$ cat config.mk
export PLATFORM = sky130hd
export DESIGN_NAME = paint_brush_ctrl
export DESIGN_NICKNAME = d
export VERILOG_FILES = /design/src/rtl/paint_brush_ctrl.sv
export SDC_FILE = /design/constraint.sdc
export NUM_CORES = 1
export LEC_CHECK = 0
export ABC_AREA = 1
export BUFFER_PORTS_ARGS = -buffer_cell sky130_fd_sc_hd__buf_4
export CORE_ASPECT_RATIO = 0.75
export CORE_UTILIZATION = 30
export DETAILED_ROUTE_END_ITERATION = 8
export GPL_ROUTABILITY_DRIVEN = 0
export PLACE_DENSITY_LB_ADDON = 0.05
export SLEW_MARGIN = 0
export SYNTH_ARGS = -nofsm -noshare
export SYNTH_HDL_FRONTEND = slang
export SYNTH_SLANG_ARGS = --single-unit
$ cat constraint.sdc
create_clock -name clk -period 4.64 [get_ports clk]
set_input_delay 0.232 -clock clk [delete_from_list [all_inputs] [get_ports clk]]
set_output_delay 0.232 -clock clk [all_outputs]
set_load 0.1 [all_outputs]
$ cat src/rtl/paint_brush_ctrl.sv
// paint_brush_ctrl: cursor/brush engine for the paint canvas. It moves the cursor on
// a built-in tick and stamps an SxS brush square as a plot stream for the VGA adapter.
// Ports:
//     clk, reset (sync, active-high)
//     up/down/left/right: move requests
//     pen_down: stamp the brush on each move tick
//     erase: stamp colour 0
//     clr_in: brush colour
//     brush_size: brush side minus 1
//     x/y/colour/plot: registered pixel write to the VGA adapter
//     busy: high while the brush is being stamped
module paint_brush_ctrl #(
    parameter int X_W      = 8,
    parameter int Y_W      = 7,
    parameter int CLR_W    = 3,
    parameter int X_MIN    = 10,
    parameter int X_MAX    = 150,
    parameter int Y_MIN    = 10,
    parameter int Y_MAX    = 110,
    parameter int X_INIT   = 80,
    parameter int Y_INIT   = 60,
    parameter int TICK_DIV = 781250
) (
    input  logic             clk,
    input  logic             reset,
    input  logic             up,
    input  logic             down,
    input  logic             left,
    input  logic             right,
    input  logic             pen_down,
    input  logic             erase,
    input  logic [CLR_W-1:0] clr_in,
    input  logic [1:0]       brush_size,
    output logic [X_W-1:0]   x,
    output logic [Y_W-1:0]   y,
    output logic [CLR_W-1:0] colour,
    output logic             plot,
    output logic             busy
);

    localparam int CNT_W = $clog2(TICK_DIV);

    localparam logic [CNT_W-1:0] CNT_RELOAD = CNT_W'(TICK_DIV - 1);
    localparam logic [X_W-1:0]   XMIN_V     = X_W'(X_MIN);
    localparam logic [X_W-1:0]   XMAX_V     = X_W'(X_MAX);
    localparam logic [Y_W-1:0]   YMIN_V     = Y_W'(Y_MIN);
    localparam logic [Y_W-1:0]   YMAX_V     = Y_W'(Y_MAX);
    localparam logic [X_W:0]     XMAX_E     = (X_W+1)'(X_MAX);
    localparam logic [Y_W:0]     YMAX_E     = (Y_W+1)'(Y_MAX);

    typedef enum logic {
        IDLE  = 1'b0,
        PAINT = 1'b1
    } state_t;

    state_t state_q, state_d;

    logic [CNT_W-1:0] cnt_q;
    logic             tick;

    logic [X_W-1:0]   cur_x_q, cur_x_d, org_x_q, org_x_d, mv_x, x_d;
    logic [Y_W-1:0]   cur_y_q, cur_y_d, org_y_q, org_y_d, mv_y, y_d;
    logic [1:0]       s_q, s_d, dx_q, dx_d, dy_q, dy_d;
    logic [1:0]       ndx, ndy;
    logic [CLR_W-1:0] colour_d;
    logic             plot_d;
    logic             pend_q, pend_d;
    logic             last_px;
    logic [X_W:0]     sum_x;
    logic [Y_W:0]     sum_y;

    assign tick = (cnt_q == '0);
    assign busy = (state_q == PAINT);

    always_ff @(posedge clk) begin
        if (reset) begin
            cnt_q <= CNT_RELOAD;
        end else if (tick) begin
            cnt_q <= CNT_RELOAD;
        end else begin
            cnt_q <= cnt_q - 1'b1;
        end
    end

    // Saturating per-axis cursor step; opposing requests cancel.
    always_comb begin
        mv_x = cur_x_q;
        mv_y = cur_y_q;
        if (left && !right && cur_x_q > XMIN_V) begin
            mv_x = cur_x_q - 1'b1;
        end else if (right && !left && cur_x_q < XMAX_V) begin
            mv_x = cur_x_q + 1'b1;
        end
        if (up && !down && cur_y_q > YMIN_V) begin
            mv_y = cur_y_q - 1'b1;
        end else if (down && !up && cur_y_q < YMAX_V) begin
            mv_y = cur_y_q + 1'b1;
        end
    end

    // Raster walk over the brush, dx fastest; s_q holds side-1.
    always_comb begin
        last_px = (dx_q == s_q) && (dy_q == s_q);
        if (dx_q == s_q) begin
            ndx = 2'd0;
            ndy = dy_q + 2'd1;
        end else begin
            ndx = dx_q + 2'd1;
            ndy = dy_q;
        end
        // One extra bit so pixels past the canvas edge clip instead of wrapping.
        sum_x = {1'b0, org_x_q} + {{(X_W-1){1'b0}}, ndx};
        sum_y = {1'b0, org_y_q} + {{(Y_W-1){1'b0}}, ndy};
    end

    always_comb begin
        state_d  = state_q;
        cur_x_d  = cur_x_q;
        cur_y_d  = cur_y_q;
        org_x_d  = org_x_q;
        org_y_d  = org_y_q;
        s_d      = s_q;
        dx_d     = dx_q;
        dy_d     = dy_q;
        x_d      = x;
        y_d      = y;
        colour_d = colour;
        plot_d   = 1'b0;
        pend_d   = pend_q;
        unique case (state_q)
            IDLE: begin
                if (tick || pend_q) begin
                    pend_d  = 1'b0;
                    cur_x_d = mv_x;
                    cur_y_d = mv_y;
                    x_d     = mv_x;
                    y_d     = mv_y;
                    if (pen_down) begin
                        // First brush pixel (0,0) goes out on the entry edge.
                        state_d  = PAINT;
                        s_d      = brush_size;
                        colour_d = erase ? '0 : clr_in;
                        org_x_d  = mv_x;
                        org_y_d  = mv_y;
                        dx_d     = 2'd0;
                        dy_d     = 2'd0;
                        plot_d   = (mv_x <= XMAX_V) && (mv_y <= YMAX_V);
                    end
                end
            end
            PAINT: begin
                // A tick that lands mid-stamp is remembered once.
                if (tick) begin
                    pend_d = 1'b1;
                end
                if (last_px) begin
                    state_d = IDLE;
                end else begin
                    dx_d   = ndx;
                    dy_d   = ndy;
                    x_d    = sum_x[X_W-1:0];
                    y_d    = sum_y[Y_W-1:0];
                    plot_d = (sum_x <= XMAX_E) && (sum_y <= YMAX_E);
                end
            end
            default: begin
                state_d = IDLE;
            end
        endcase
    end

    always_ff @(posedge clk) begin
        if (reset) begin
            state_q <= IDLE;
            cur_x_q <= X_W'(X_INIT);
            cur_y_q <= Y_W'(Y_INIT);
            org_x_q <= X_W'(X_INIT);
            org_y_q <= Y_W'(Y_INIT);
            s_q     <= 2'd0;
            dx_q    <= 2'd0;
            dy_q    <= 2'd0;
            x       <= X_W'(X_INIT);
            y       <= Y_W'(Y_INIT);
            colour  <= '0;
            plot    <= 1'b0;
            pend_q  <= 1'b0;
        end else begin
            state_q <= state_d;
            cur_x_q <= cur_x_d;
            cur_y_q <= cur_y_d;
            org_x_q <= org_x_d;
            org_y_q <= org_y_d;
            s_q     <= s_d;
            dx_q    <= dx_d;
            dy_q    <= dy_d;
            x       <= x_d;
            y       <= y_d;
            colour  <= colour_d;
            plot    <= plot_d;
            pend_q  <= pend_d;
        end
    end

endmodule

==> results.txt <==
The flow ran to the end, and the final reports show no timing, DRC or antenna violations. The type of destination of the critical path is a register. The portion of synthesized cell area occupied by the leading cell type is 34.38%. The synthesized netlist devotes 14.26% of its cell area to compound gates. The xor and xnor fraction of the mapped netlist area came out at 8.203%. The initial antenna violation count came out at 0.

On the final layout, the worst hold slack is 0.1376 ns. STA classifies the critical path startpoint as a register. The synthesis-stage register bit count is 77. 0 antenna diodes ended up in the layout. The post-synthesis cell type count is 38.

The count of final max-slew check failures came out at 0. The pre-CTS setup slack is 1.929 ns. Of all nets on the critical path, the largest fanout is 23. The insertion delay of the later-clocked pin in the worst-skew pair is 0.34 ns. The count of final hold-check violations came out at 0.

The arithmetic-cell share of the synthesized area counting full adders, half adders and majority gates is a little under 4%. The remaining antenna violation count after routing is 0. The post-cts gate resize count is 0.

The total leakage power is about 0.0024 uW. The portion of the clock cycle consumed by the worst path in the final layout is 58.37%. The final layout net count is roughly 700. The area enclosed by the die boundary came out at 0.01545 mm2. The number of DRC markers in iteration 0 is 199. The net count after synthesis is 676. The core region is around 0.015 mm2. The initial core utilization is between 30% and 40%. The floorplan row count is 38. The cell area that synthesis handed to floorplanning was 0.004484 mm2.

The largest net degree at the start of global routing is 37. In this run the post-CTS setup repair buffer count came out at 0. Sorting the synthesized cells by area gives the leading types as sky130_fd_sc_hd__dfxtp_1, sky130_fd_sc_hd__nand2_1, sky130_fd_sc_hd__xor2_1. The largest voltage drop on the vdd net is 0.1618 mV. In the global route stage, overall resource usage came out at about 17%. The min-delay analysis places its worst path in the category input pin to register. The dominant synthesized flop cell is sky130_fd_sc_hd__dfxtp_1. By area, the combinational part of the netlist is dominated by simple AND/OR/NAND/NOR gates. The met1 usage came out at 24.22%.

The estimated wirelength of the detail-placed design is 8985 um. The share of synthesized area spent on multiplexers is 0%. The via count of the first global-routing pass came out at 3796.

The endpoint arrival time on the critical path came out at ~3 ns. The sequential cell area fraction in the yosys report came out at 34.38%. The transition time at the pin with the least slew margin came out at 0.7639 ns. The final global-route overflow total came out at 0. The count of flip-flops with a built-in enable after synthesis is 0. Setup repair after global routing left no endpoint under its margin. Input and output buffers added on the ports amount to 32. The post-route core utilization came out at 35.29%. The final instance area came out at 0.005135 mm2.

The wire length of the first global-routing pass is 19660 um. Static timing analysis puts the maximum clock frequency at 369.2 MHz. Setup slack closes at 1.932 ns. The H-tree level count came out at 3. By count the netlist is led by sky130_fd_sc_hd__nand2_1, sky130_fd_sc_hd__dfxtp_1, sky130_fd_sc_hd__nor2_1.

The layer flagged by global routing as most heavily used is met2. The number of warnings issued by yosys is 0. In the final layout, the share of cells above drive strength 1 is 12.41%. Yosys instantiated no cell more often than sky130_fd_sc_hd__nand2_1. Summing the areas of all and, or, nand and nor instances in the mapped netlist gives between 30% and 40% of the synthesized area.

The floorplan step set the die width to 143.2 um. The average wire per standard cell came out at 13.55 um. The number of setup violations in the final report is 0. The number of vias after detailed routing is slightly above 4k. The maximum root-to-sink buffer count is 2. TritonCTS built the clock tree. The hold buffer count at CTS came out at 0. At the worst endpoint, the required time is approximately 5 ns. The routed wire length came out at between 10000 and 15000 um. The sum of negative setup slack came out at 0 ns. The clock-pin slew on the worst setup and hold paths came out at 0.06 ns. Registers take approximately 0.0015 mm2. The detailed-route vias per instance is ~4.6. The time the final worst path needs with I/O delays and setup came out at 2.708 ns.

The share of async-settable or async-resettable flops after synthesis came out at 0%. On the final layout, the worst clock skew is 0.007896 ns. The fill cell instance count of the final layout is 1616.

The DRC violations left came out at 0. The max capacitance violation total is 0. The height of the die is ~110 um. The average cell area after synthesis came out at 6.899 um2. The first-pass iteration count of the detailed router is 5. The relative slew slack is 49.00%. Summing all placed instances gives a cell area of around 0.005 mm2. During I/O placement, the number of pins put on the boundary was 33.

The number of clock sinks came out at 77. The area growth from synthesis to final layout is 14.51%. The total power density per cell area is 276.9 mW/mm2. The cell accounting for the most synthesized area is sky130_fd_sc_hd__dfxtp_1. The area of combinational cells with multiple inputs came out at 0.002534 mm2.

The worst setup path is of the register to register kind. For this run, global-route usage on met3 was measured as under 10%. The cell depth of the worst flop-to-flop path came out at 7.

The fraction of met2 tracks used by global routing came out at roughly 24%. Clock tree synthesis inserted a total of 9 buffers. The cell count after synthesis came out at 650. Along the worst hold path, the cell count comes to 3. The cell sitting at the root of the clock tree is a sky130_fd_sc_hd__clkbuf_16.
==> sequential cells by signal, summed over array words and instances, names as in the netlist, 2 cells and up <==
name     flops
s_q          2
org_x_q      8
cur_y_q      7
org_y_q      7
x            8
colour       3
dx_q         2
dy_q         2
cur_x_q      8
y            7
cnt_q       20
==> cell families after synthesis <==
family                     Yosys count
and+or+nand+nor                    310
AOI/OAI and AO/OA                  111
buffers and inverters               97
DFF                                 77
xor gates and xnor gates            42
adders and majority gates           13
==> placed cells by master, fill, tap and decap left out, types with 3 or more instances in the layout <==
master,Yosys,final
sky130_fd_sc_hd__o21ai_0,28,28
sky130_fd_sc_hd__nor3_1,7,7
sky130_fd_sc_hd__a31oi_1,5,5
sky130_fd_sc_hd__a21oi_1,38,38
sky130_fd_sc_hd__nor2_1,66,66
sky130_fd_sc_hd__inv_1,59,59
sky130_fd_sc_hd__dfxtp_1,77,77
sky130_fd_sc_hd__nand4_1,5,5
sky130_fd_sc_hd__xnor2_1,9,9
sky130_fd_sc_hd__o31ai_1,3,3
sky130_fd_sc_hd__nand2_2,7,7
sky130_fd_sc_hd__xor2_1,33,33
sky130_fd_sc_hd__ha_1,11,11
sky130_fd_sc_hd__o211ai_1,13,13
sky130_fd_sc_hd__nor2_4,3,3
sky130_fd_sc_hd__o21ai_1,18,18
sky130_fd_sc_hd__inv_2,12,12
sky130_fd_sc_hd__clkbuf_16,0,9
sky130_fd_sc_hd__clkinv_1,3,3
sky130_fd_sc_hd__nand2_1,164,164
sky130_fd_sc_hd__or2_0,3,3
sky130_fd_sc_hd__nor2_2,4,4
sky130_fd_sc_hd__nand3_1,41,41
sky130_fd_sc_hd__buf_4,5,33
==> routing by layer <==
layer | up-vias | part of all wire (%)
met5 | - | 0
met4 | 0 | 0.61
met3 | 5 | 4.7
met2 | 72 | 41
met1 | 1815 | 54
li1 | 2130 | -
==> per-stage QoR <==
step	std cells	total power (uW)
floorplan	650	745.0
global placement	861	773.8
detailed placement	861	775.0
CTS	877	1444
global route	877	1487
finish	877	1422
==> worst paths after layout <==
path / start / endpoint / slack, ns
min reg2reg: cnt_q[0] / cnt_q[0] / 0.39
max reg2reg: busy / x[4] / 1.93
min: brush_size[0] / s_q[0] / 0.14
max: busy / x[4] / 1.93
==> critical path: stages (launching register included) <==
cell,delay (ns)
sky130_fd_sc_hd__dfxtp_1,0.81
sky130_fd_sc_hd__clkinv_1,0.63
sky130_fd_sc_hd__or2_1,0.41
sky130_fd_sc_hd__nand2_2,0.32
sky130_fd_sc_hd__inv_2,0.15
sky130_fd_sc_hd__a21oi_1,0.13
sky130_fd_sc_hd__o21ai_0,0.09
sky130_fd_sc_hd__nand3_1,0.10
==> cell type report <==
class | count | area share (%)
clock buffer | 11 | 4.727
tap | 200 | 4.873
timing repair buffer | 33 | 4.825
multi-input combinational | 476 | 49.34
sequential | 77 | 30.02
clock inverter | 5 | 0.6823
inverter | 75 | 5.531
==> power by group <==
part	switching, uW	internal (uW)
Sequential	5.82	668
Clock	285	378
Combinational	56.3	28.4
Total	347	1070
No activity file was read; power rests on OpenSTA's default activity.
